--- src/rtl/plic_claim_ctrl_pkg.sv ---
// Shared PLIC definitions: default sizing constants, gateway state encoding and the
// register-file -> gateway request bundle.
package plic_claim_ctrl_pkg;

    localparam int unsigned PLIC_SOURCE_COUNT = 2;
    localparam int unsigned PLIC_TARGET_COUNT = 2;
    localparam int unsigned PLIC_PRIO_WIDTH   = 3;
    localparam int unsigned PLIC_SOURCE_WIDTH = $clog2(PLIC_SOURCE_COUNT + 1);

    // Gateway FSM encoding
    localparam logic [1:0] GW_IDLE      = 2'd0;
    localparam logic [1:0] GW_PENDING   = 2'd1;
    localparam logic [1:0] GW_INSERVICE = 2'd2;

    // Claim/complete requests from the register file, one lane per target.
    typedef struct packed {
        logic [PLIC_TARGET_COUNT-1:0]                        claim_req;
        logic [PLIC_TARGET_COUNT-1:0]                        complete_req;
        logic [PLIC_TARGET_COUNT-1:0][PLIC_SOURCE_WIDTH-1:0] complete_idx;
    } type_regs2gateway_s;

endpackage

--- src/rtl/plic_claim_ctrl_gateway.sv ---
// plic_src_gateway: per-source interrupt gateway FSM (IDLE -> PENDING -> INSERVICE).
// Ports:
//   clk, rst_n   clock, synchronous active-low reset
//   irq_src_i    level-sensitive source line (only looked at in IDLE)
//   claim_i      accepted claim of this source by any target
//   complete_i   completion of this source by any target
//   pending_o    1 while the gateway is PENDING
module plic_src_gateway (
    input  logic clk,
    input  logic rst_n,
    input  logic irq_src_i,
    input  logic claim_i,
    input  logic complete_i,
    output logic pending_o
);
    import plic_claim_ctrl_pkg::*;

    logic [1:0] state_q, state_d;

    always_comb begin
        state_d = state_q;
        case (state_q)
            GW_IDLE:      if (irq_src_i)  state_d = GW_PENDING;
            GW_PENDING:   if (claim_i)    state_d = GW_INSERVICE;
            GW_INSERVICE: if (complete_i) state_d = GW_IDLE;
            default:                      state_d = GW_IDLE;
        endcase
    end

    always_ff @(posedge clk) begin
        if (!rst_n) state_q <= GW_IDLE;
        else        state_q <= state_d;
    end

    assign pending_o = (state_q == GW_PENDING);

endmodule

--- src/rtl/plic_claim_ctrl.sv ---
// plic_claim_ctrl: PLIC gateways plus per-target claim resolution.
// Ports:
//   clk, rst_n       clock, synchronous active-low reset
//   irq_src_i        source lines, bit i is source ID i+1
//   regs_ie_i        per-target enable bits
//   regs_prio_i      per-source priority
//   regs_prio_th_i   per-target threshold
//   regs2gateway_i   claim/complete requests per target
//   irq_pending_o    gateway pending bits
//   claim_idx_o      registered winning ID per target (0 = none)
//   irq_target_o     registered interrupt request per target
// The request bundle is sized by the package constants, so the target and source-width
// parameters must keep their package defaults.
module plic_claim_ctrl #(
    parameter int unsigned PLIC_SOURCE_COUNT = plic_claim_ctrl_pkg::PLIC_SOURCE_COUNT,
    parameter int unsigned PLIC_TARGET_COUNT = plic_claim_ctrl_pkg::PLIC_TARGET_COUNT,
    parameter int unsigned PLIC_PRIO_WIDTH   = plic_claim_ctrl_pkg::PLIC_PRIO_WIDTH,
    parameter int unsigned PLIC_SOURCE_WIDTH = $clog2(PLIC_SOURCE_COUNT + 1)
) (
    input  logic                                              clk,
    input  logic                                              rst_n,
    input  logic [PLIC_SOURCE_COUNT-1:0]                      irq_src_i,
    input  logic [PLIC_TARGET_COUNT-1:0][PLIC_SOURCE_COUNT-1:0] regs_ie_i,
    input  logic [PLIC_SOURCE_COUNT-1:0][PLIC_PRIO_WIDTH-1:0] regs_prio_i,
    input  logic [PLIC_TARGET_COUNT-1:0][PLIC_PRIO_WIDTH-1:0] regs_prio_th_i,
    input  plic_claim_ctrl_pkg::type_regs2gateway_s           regs2gateway_i,
    output logic [PLIC_SOURCE_COUNT-1:0]                      irq_pending_o,
    output logic [PLIC_TARGET_COUNT-1:0][PLIC_SOURCE_WIDTH-1:0] claim_idx_o,
    output logic [PLIC_TARGET_COUNT-1:0]                      irq_target_o
);
    localparam int unsigned N     = PLIC_SOURCE_COUNT;
    localparam int unsigned T     = PLIC_TARGET_COUNT;
    localparam int unsigned PRIOW = PLIC_PRIO_WIDTH;
    localparam int unsigned SRCW  = PLIC_SOURCE_WIDTH;

    logic [T-1:0]            claim_q;
    logic [T-1:0]            claim_fire;
    logic [N-1:0]            claim_src;
    logic [N-1:0]            complete_src;
    logic [N-1:0]            pending;
    logic [T-1:0][SRCW-1:0]  claim_idx_q, claim_idx_d;
    logic [T-1:0][PRIOW-1:0] best_prio;
    logic [T-1:0]            irq_target_q, irq_target_d;

    // A claim is accepted once per rising edge of claim_req, and only if something is on offer.
    always_comb begin
        for (int t = 0; t < T; t++) begin
            claim_fire[t] = regs2gateway_i.claim_req[t] && !claim_q[t] &&
                            (claim_idx_q[t] != '0);
        end
    end

    // Fan claims/completes from any target out to the addressed source.
    always_comb begin
        claim_src    = '0;
        complete_src = '0;
        for (int i = 0; i < N; i++) begin
            for (int t = 0; t < T; t++) begin
                if (claim_fire[t] && claim_idx_q[t] == SRCW'(i + 1)) begin
                    claim_src[i] = 1'b1;
                end
                if (regs2gateway_i.complete_req[t] &&
                    regs2gateway_i.complete_idx[t] == SRCW'(i + 1)) begin
                    complete_src[i] = 1'b1;
                end
            end
        end
    end

    for (genvar g = 0; g < N; g++) begin : gen_gw
        plic_src_gateway u_gw (
            .clk        (clk),
            .rst_n      (rst_n),
            .irq_src_i  (irq_src_i[g]),
            .claim_i    (claim_src[g]),
            .complete_i (complete_src[g]),
            .pending_o  (pending[g])
        );
    end

    // Strict '>' from a zero start excludes priority 0 and keeps the lowest ID on ties.
    always_comb begin
        claim_idx_d  = '0;
        best_prio    = '0;
        irq_target_d = '0;
        for (int t = 0; t < T; t++) begin
            for (int i = 0; i < N; i++) begin
                if (pending[i] && regs_ie_i[t][i] && regs_prio_i[i] > best_prio[t]) begin
                    best_prio[t]   = regs_prio_i[i];
                    claim_idx_d[t] = SRCW'(i + 1);
                end
            end
            irq_target_d[t] = best_prio[t] > regs_prio_th_i[t];
        end
    end

    always_ff @(posedge clk) begin
        if (!rst_n) begin
            claim_q      <= '0;
            claim_idx_q  <= '0;
            irq_target_q <= '0;
        end else begin
            claim_q      <= regs2gateway_i.claim_req;
            claim_idx_q  <= claim_idx_d;
            irq_target_q <= irq_target_d;
        end
    end

    assign irq_pending_o = pending;
    assign claim_idx_o   = claim_idx_q;
    assign irq_target_o  = irq_target_q;

endmodule

--- config.mk ---
export PLATFORM = sky130hd
export DESIGN_NAME = plic_claim_ctrl
export DESIGN_NICKNAME = d
export VERILOG_FILES = /design/src/rtl/plic_claim_ctrl_pkg.sv /design/src/rtl/plic_claim_ctrl_gateway.sv /design/src/rtl/plic_claim_ctrl.sv
export SDC_FILE = /design/constraint.sdc
export NUM_CORES = 1
export LEC_CHECK = 0
export ABC_AREA = 1
export CORE_ASPECT_RATIO = 0.6
export CORE_MARGIN = 10
export CORE_UTILIZATION = 43
export DETAILED_ROUTE_END_ITERATION = 16
export PLACE_DENSITY = 0.85
export SLEW_MARGIN = 0
export SYNTH_ARGS = -nofsm -noshare
export SYNTH_HDL_FRONTEND = slang
export SYNTH_SLANG_ARGS = --single-unit
--- constraint.sdc ---
create_clock -name clk -period 2.7 [get_ports clk]
set_input_delay 0.54 -clock clk [delete_from_list [all_inputs] [get_ports clk]]
set_output_delay 0.54 -clock clk [all_outputs]
set_load 0.05 [all_outputs]
# Yosys cells after proc, flatten, opt, wreduce, memory -nomap -nowiden
# Index checks and enable logic that the tools add are counted.
# op_classes
mux	24
eq_ne	18
order_cmp	5
reduce_logical	30
bitwise_logic	1
# op_table
operator	n
logical AND 1 bit	20
two-way mux 2 bit	8
== test 2 x 1 -> 1 bit, second input constant	6
== test 2 bit, second input constant	6
greater-than comparator 3 bit	4
two-way mux 3 bit	4
case mux 2 bit (3 select lines)	2
two-way mux 1 bit	10
inequality test 2 x 1 -> 1 bit, second input constant	4
AND reduction 3 bit	2
zero test 2 bit	2
inequality test 2 bit, second input constant	2
nonzero test 2 bit	2
OR reduction 2 bit	2
greater-than comparator 3 x 1 -> 1 bit, second input constant	1
zero test 1 bit	2
NOT 1 bit	1
# word_totals
regBits	12
input_bits	28
out_inout_bits	8
elab_cells	86

# Longest topological paths before layout
# Gate-level depths: netlist of the first run.
# depth
depth_word	8
depth_mapped	17
ltp_nobuf	17

# Modules after synthesis
# Synthesis of the first run repeated with hierarchy kept, for this count alone.
# unflattened
hier_cells	150
area_unflattened_um2	943.4
# modules_own_cells
mod	area_per_inst_um2	seq_area_each_um2	cells_per_inst	instances
plic_claim_ctrl	760.7	160.2	122	1
plic_src_gateway	91.3	40.0	14	2

# Least setup slack after synthesis of the first run
# No wires, ideal clock.
# synth_path
kind	input-to-reg
start	in regs_ie_i[0] in the netlist's numbering
end	reg irq_target_q[0], in the netlist irq_target_o[0]
n_path_buf	0
required_time_ns	2.579
path_stages	15
arrival_ns	2.184
setup_time_ns	0.121
slack_ns	0.395
cell_sequence	inv_1 > nor2_2 > inv_1 > nor2_1 > inv_1 > ha_1 > nand2_1 > nand2_1 > nor2_1 > nor2_4 > nand2_1 > nand2_1 > ha_1 > a31oi_1 > a21oi_1
# synth_via
elab_chain_cells	7
# synth_lines
item	line_no	text
start, declared	plic_claim_ctrl.sv:23	input logic [PLIC_TARGET_COUNT-1:0][PLIC_SOURCE_COUNT-1:0] regs_ie_i,
logical AND 1 bit (*) (2 in series)	plic_claim_ctrl.sv:88	if (pending[i] && regs_ie_i[t][i] && regs_prio_i[i] > best_prio[t]) begin
two-way mux 3 bit (*)	plic_claim_ctrl.sv:88	
greater-than comparator 3 bit	plic_claim_ctrl.sv:88	
logical AND 1 bit	plic_claim_ctrl.sv:88	
two-way mux 3 bit (*)	plic_claim_ctrl.sv:88	
greater-than comparator 3 bit (*)	plic_claim_ctrl.sv:93	irq_target_d[t] = best_prio[t] > regs_prio_th_i[t];
end signal, assigned	plic_claim_ctrl.sv:105	irq_target_q <= irq_target_d;
end, declared	plic_claim_ctrl.sv:43	logic [T-1:0] irq_target_q, irq_target_d;
# Every way passes the cells marked *; elsewhere a longest branch is shown, timed or not.
# A chain may end at the register's enable or synchronous reset.

# Worst setup path after layout of the first run
# Same ends and word-level chain as after synthesis.

==> metrics.txt, run 1 <==
status complete, no violations; Initial Util 47.3%; DRC marker count from the first detailed-route iteration 76; CTS Buf Count 3; met2 track demand over resource 21.4%; Hold Fails Final Rpt 0; Synth Flop Type dfxtp_1; met3 Usage GRT 5.91%; syn nets 215; fmax 0.390 GHz; CTS tree done; Final ANT Viol Nets 0; crit-path cells clkdlybuf4s50_1, inv_1, nor2_2, inv_1, nor2_2, inv_1, ha_4, nand2_1, nor2_1, nor2_2, nor2_4, nand2_1, nand2_1, ha_1, a31oi_1, a21oi_1; crit path DAT 2.70 ns; GRT Max-Usage Layer met2; initial antenna violation count 0; first-pass GRT wire length 5200 um; worst hold path type flip-flop to flip-flop; Area Growth Syn to Fin 57.4%; Critical-path top delay cell clkdlybuf4s50_1; Die W 84.4 um; post-synthesis async set-or-reset flop share 0%; die area 0.00494 mm2; drt pass-1 iters 4; Cell Area, Synth 0.00107 mm2; GR Util met1 15.8%; Post-DP Area 0.00154 mm2; vias 1192; crit-path leading delay family simple AND/OR/NAND/NOR gates; GRT overflow 0; fraction of layout cells with a size suffix above 1 20.9%; hold_ws 0.563 ns; Final Power 0.660 mW; pin count of the biggest net entering global routing 10; Slew headroom 65.9%; Total Nets Final 266; DP Wirelength 2670 um; slowest stage delay, CP 0.45 ns; startpoint types input port; clk_lat worst skew 0.25 ns; Unique masters post-synth 18; Static Leak 0.841 nW; register area share after synthesis 22.5%; Setup CP Type input port to flip-flop; site row count 13; Worst Setup End Kind flip-flop; final slew viol count 0; max_cap viols 0; core area 0.00226 mm2; yosys warns 0; Slew @ Worst Pin 0.510 ns; endpoints failing setup 0; drt wl/cell 13.5 um; htree depth 1; Inserted Diodes 0; Top-Level Pins 36; clk buf depth 2; Die Span Y 58.6 um; IR drop worst, VDD 336 uV; final WL 3440 um; syn_area_per_cell 6.11 um2; RePlAce Congestion 0.844; overall routing resource usage 12.9%; critical-path maximum fanout 4; WP buf/inv 4; count of state elements after synthesis 12; Mapped Cells 175; number of port buffers 35; CTS sink count 12; CP required 2.84 ns; number of synthesized flops with an enable pin 0; mean number of vias per cell 4.67; CTS root buffer clkbuf_8; final period utilization 95.0%; clock-pin slew on the worst setup and hold paths 0.05 ns; vias in the first global route 1102; drt drc 0; power density over the cells 392 mW/mm2; Period minus WS final 2.57 ns; final instance area 0.00168 mm2; Final Skew 0.00378 ns
==> synthesized netlist by cell type (3+ instances only) <==
master / number / area [um2]
inv_1: 41 / 154
nand2_1: 41 / 154
nand3_1: 22 / 110
nor2_1: 21 / 78.8
dfxtp_1: 12 / 240
ha_1: 12 / 150
a21oi_1: 4 / 20.0
nor2_2: 4 / 25.0
inv_2: 3 / 11.3
nand2_2: 3 / 18.8
==> metal layers <==
metal / wire length [um] / vias up / share of wire, %
met2: 1540 / 46 / 45
met1: 1580 / 519 / 46
met4: 0 / 0 / 0
li1: - / 627 / -
met3: 321 / 0 / 9.3
met5: 0 / - / 0
==> area by class of cell <==
class,instances,area (um2)
Multi-Input combinational cell,116,728
Fill cell,172,579
Timing Repair Buffer,49,455
Sequential cell,12,240
Inverter,44,165
Clock buffer,4,55.1
Tap cell,30,37.5
==> per-stage QoR <==
stage	setup TNS, ns	setup WS, ns	util [%]	std cells
floorplan	0	0.395	-	175
global placement	-0.355	-0.220	68.2	251
detailed placement	-0.526	-0.271	68.2	251
CTS	0	0.0243	71.0	255
global route	-0.0133	-0.0133	74.4	255
finish	0	0.135	74.4	255
==> worst reg2reg max path, cell delays in order, from the launching register on <==
cell and delay (ns):
dfxtp_1 0.31, inv_2 0.06, nand2_2 0.11, nor2_2 0.12
inv_1 0.07, nor2_2 0.12, inv_1 0.08, ha_4 0.29
nand2_1 0.05, nor2_1 0.11, nor2_2 0.06, nor2_4 0.13
nand2_1 0.07, nand2_1 0.08, ha_1 0.24, a31oi_1 0.18
a21oi_1 0.08
==> sequential cells by signal, indices dropped and copies added (netlist names) <==
name                 flops
gen_gw.u_gw.state_q      4
claim_q                  2
claim_idx_o              4
irq_target_o             2
==> path summary, 6_finish.rpt <==
path / to / slack [ns] / cells past startpoint / start
min reg2reg: gen_gw[0].u_gw.state_q[0]$_SDFFE_PN0P_ / 0.56 / 3 / gen_gw[0].u_gw.state_q[1]$_SDFFE_PN0P_
max reg2reg: irq_target_o[0]$_SDFF_PN0_ / 0.44 / 16 / gen_gw[0].u_gw.state_q[1]$_SDFFE_PN0P_
min: gen_gw[0].u_gw.state_q[0]$_SDFFE_PN0P_ / 0.56 / 3 / gen_gw[0].u_gw.state_q[1]$_SDFFE_PN0P_
max: irq_target_o[0]$_SDFF_PN0_ / 0.13 / 16 / regs_ie_i[0]
==> power by group <==
group,switching (mW),total [mW],internal [mW]
Combinational,0.143,0.261,0.118
Sequential,0.00881,0.199,0.190
Clock,0.0707,0.200,0.129
==> what timing repair did <==
item | 4_1_cts | 5_1_grt
gates cloned | 0 | 0
hold buffers | 0 | 0
setup buffers | 0 | 0
endpoints found under the setup margin | 2 | 2
pin swaps | 0 | 4
gates resized for setup | 2 | 12
==> logic make-up (layout without fill, tap and decap cells) <==
group	count (synthesis)	in the layout	share of synthesized area (%)
simple gates	98	98	43.2
flops	12	12	22.5
buf+inv	47	97	17.2
compound gates	6	6	3.04
fa+ha+maj	12	12	14.1
==> placed cells by master, fill, tap and decap left out <==
| cell | synthesis | routed |
|---|---|---|
| a21oi_1 | 4 | 3 |
| a21oi_2 | 0 | 1 |
| a31oi_1 | 2 | 2 |
| buf_4 | 2 | 14 |
| clkbuf_8 | 0 | 4 |
| clkdlybuf4s50_1 | 0 | 35 |
| dfxtp_1 | 12 | 12 |
| ha_1 | 12 | 8 |
| ha_4 | 0 | 4 |
| inv_1 | 41 | 41 |
| inv_2 | 3 | 3 |
| nand2_1 | 41 | 40 |
| nand2_2 | 3 | 4 |
| nand3_1 | 22 | 20 |
| nand3_2 | 2 | 4 |
| nand3b_1 | 1 | 1 |
| nor2_1 | 21 | 16 |
| nor2_2 | 4 | 9 |
| nor2_4 | 2 | 2 |
| nor2_8 | 1 | 1 |
| nor3_2 | 0 | 1 |
Note: power is estimated with default switching activity, not from simulation.
==> inputs of run 2 (changes only) <==
CORE_UTILIZATION = 41   (was 43)
clock period = 2.1 ns   (was 2.7 ns; I/O delays follow)
==> metrics.txt, run 2 (synthesized netlist as in run 1, its figures left out) <==
status finished, violations left (was complete, no violations); failing checks setup timing; Initial Util 42.7% (was 47.3%); number of port buffers 35 (unchanged); Die W 85.9 um (was 84.4 um); endpoints failing setup 2 (was 0); vias in the first global route 1325 (was 1102); drt pass-1 iters 6 (was 4); Slew headroom 65.0% (was 65.9%); post-route insts no fill 277 (was 255); mean number of vias per cell 5.17 (was 4.67); most frequent cells in the layout buf_4, inv_1, clkdlybuf4s50_1, nand2_1, nand2_2 (was inv_1, nand2_1, clkdlybuf4s50_1, nand3_1, nor2_1); Period minus WS final 2.33 ns; crit path DAT 2.47 ns (was 2.70 ns); drt wl/cell 18.5 um (was 13.5 um); htree depth 1 (unchanged); max_cap viols 0 (unchanged); worst setup margin -0.235 ns (was 0.135 ns); site row count 14 (was 13); Placed Cells incl. Taps 254 (was 251); pin count of the biggest net entering global routing 10 (unchanged); Inserted Diodes 0 (unchanged); Final ANT Viol Nets 0 (unchanged); first-pass GRT wire length 6470 um (was 5200 um); RePlAce Congestion 0.867 (was 0.844); Slew @ Worst Pin 0.523 ns (was 0.510 ns); commonest non-fill, non-tap cell in the layout buf_4 (was inv_1); initial antenna violation count 0 (unchanged); final instance area 0.00201 mm2 (was 0.00168 mm2); Static Leak 0.942 nW (was 0.841 nW); final WL 5120 um (was 3440 um); RSZ-0062 raised after global routing true; Setup CP Type input port to flip-flop (unchanged); CTS Buf Count 3 (unchanged); power density over the cells 485 mW/mm2 (was 392 mW/mm2); Die Span Y 59.5 um (was 58.6 um); # hold bufs at CTS 0 (unchanged); CTS tree done (unchanged); startpoint types input port (unchanged); worst hold path type flip-flop to flip-flop (unchanged); hold_ws 0.591 ns (was 0.563 ns); CTS sink count 12 (unchanged); die area 0.00512 mm2 (was 0.00494 mm2); DRC marker count from the first detailed-route iteration 144 (was 76); Area Growth Syn to Fin 88.2% (was 57.4%); Final Skew 0.000924 ns (was 0.00378 ns); IR drop worst, VDD 230 uV (was 336 uV); clock-pin slew on the worst setup and hold paths 0.06 ns (was 0.05 ns); fraction of layout cells with a size suffix above 1 43.3% (was 20.9%); Post-DP Area 0.00159 mm2 (was 0.00154 mm2); final slew viol count 0 (unchanged); overall routing resource usage 15.7% (was 12.9%); dpl ws -0.703 ns (was -0.271 ns); drt drc 0 (unchanged); clk_lat worst skew 0.25 ns (about the same); GRT overflow 0 (unchanged); CP required 2.23 ns (was 2.84 ns); DP Wirelength 2610 um (was 2670 um); fmax 0.428 GHz; Top-Level Pins 36 (unchanged); Hold Fails Final Rpt 0 (unchanged); Final Power 0.975 mW (was 0.660 mW); Worst Setup End Kind flip-flop (unchanged); clk buf depth 2 (unchanged); final period utilization 111%; critical-path maximum fanout 4 (unchanged); vias 1432 (was 1192); CTS root buffer clkbuf_8 (unchanged); Total Nets Final 286 (was 266); core area 0.00250 mm2 (was 0.00226 mm2)
==> run 2: through the flow <==
step | utilization, % | setup TNS, ns
after floorplan | - | 0
after global placement | 63.4 | -1.47
after detailed placement | 63.4 | -1.55
after CTS | 73.2 | -0.115
after global routing | 80.3 | -0.694
final | 80.3 | -0.462
==> run 2: worst paths after layout <==
path                                          start  slack, ns  cells past startpoint                                endpoint
max                                  regs_prio_i[2]      -0.23                     14              irq_target_o[1]$_SDFF_PN0_
min          gen_gw[1].u_gw.state_q[0]$_SDFFE_PN0P_       0.59                      3  gen_gw[1].u_gw.state_q[0]$_SDFFE_PN0P_
max reg2reg  gen_gw[0].u_gw.state_q[1]$_SDFFE_PN0P_      -0.23                     16              irq_target_o[0]$_SDFF_PN0_
min reg2reg  gen_gw[1].u_gw.state_q[0]$_SDFFE_PN0P_       0.59                      3  gen_gw[1].u_gw.state_q[0]$_SDFFE_PN0P_
==> run 2: power by group <==
part / total [mW] / switching (mW) / internal (mW)
registers: 0.257 / 0.0122 / 0.245
clock network: 0.263 / 0.0963 / 0.166
logic: 0.456 / 0.249 / 0.206
total: 0.975 / 0.358 / 0.617
==> run 2: final cells by class <==
cell class	instances	area, um2
inverter	44	165
sequential	12	241
fill	149	494
clock buffer	4	55.1
timing repair buffer	69	586
tap	32	40.0
multi-input combinational	116	923
==> run 2: metal layers <==
layer	part of all wire [%]	global-route usage (%)
met2	50	26.9
met4	2.5	4.67
met1	40	18.9
met3	7.5	4.12
met5	0	0
==> run 2: critical path, stage by stage <==
cell,delay (ns)
dlygate4sd2_1,0.23
inv_2,0.07
nor3_4,0.22
inv_2,0.09
ha_4,0.30
nand2_1,0.07
nor2_2,0.11
nor2_2,0.06
nor2_4,0.15
nand2_1,0.11
nand2_2,0.11
ha_4,0.22
a31oi_1,0.21
a21oi_1,0.09
==> run 2: repair_timing <==
action / CTS / global route
pin swaps: 28 / 25
endpoints found under the setup margin: 2 / 2
buffers inserted: 11 / 8
resized for setup: 32 / 30
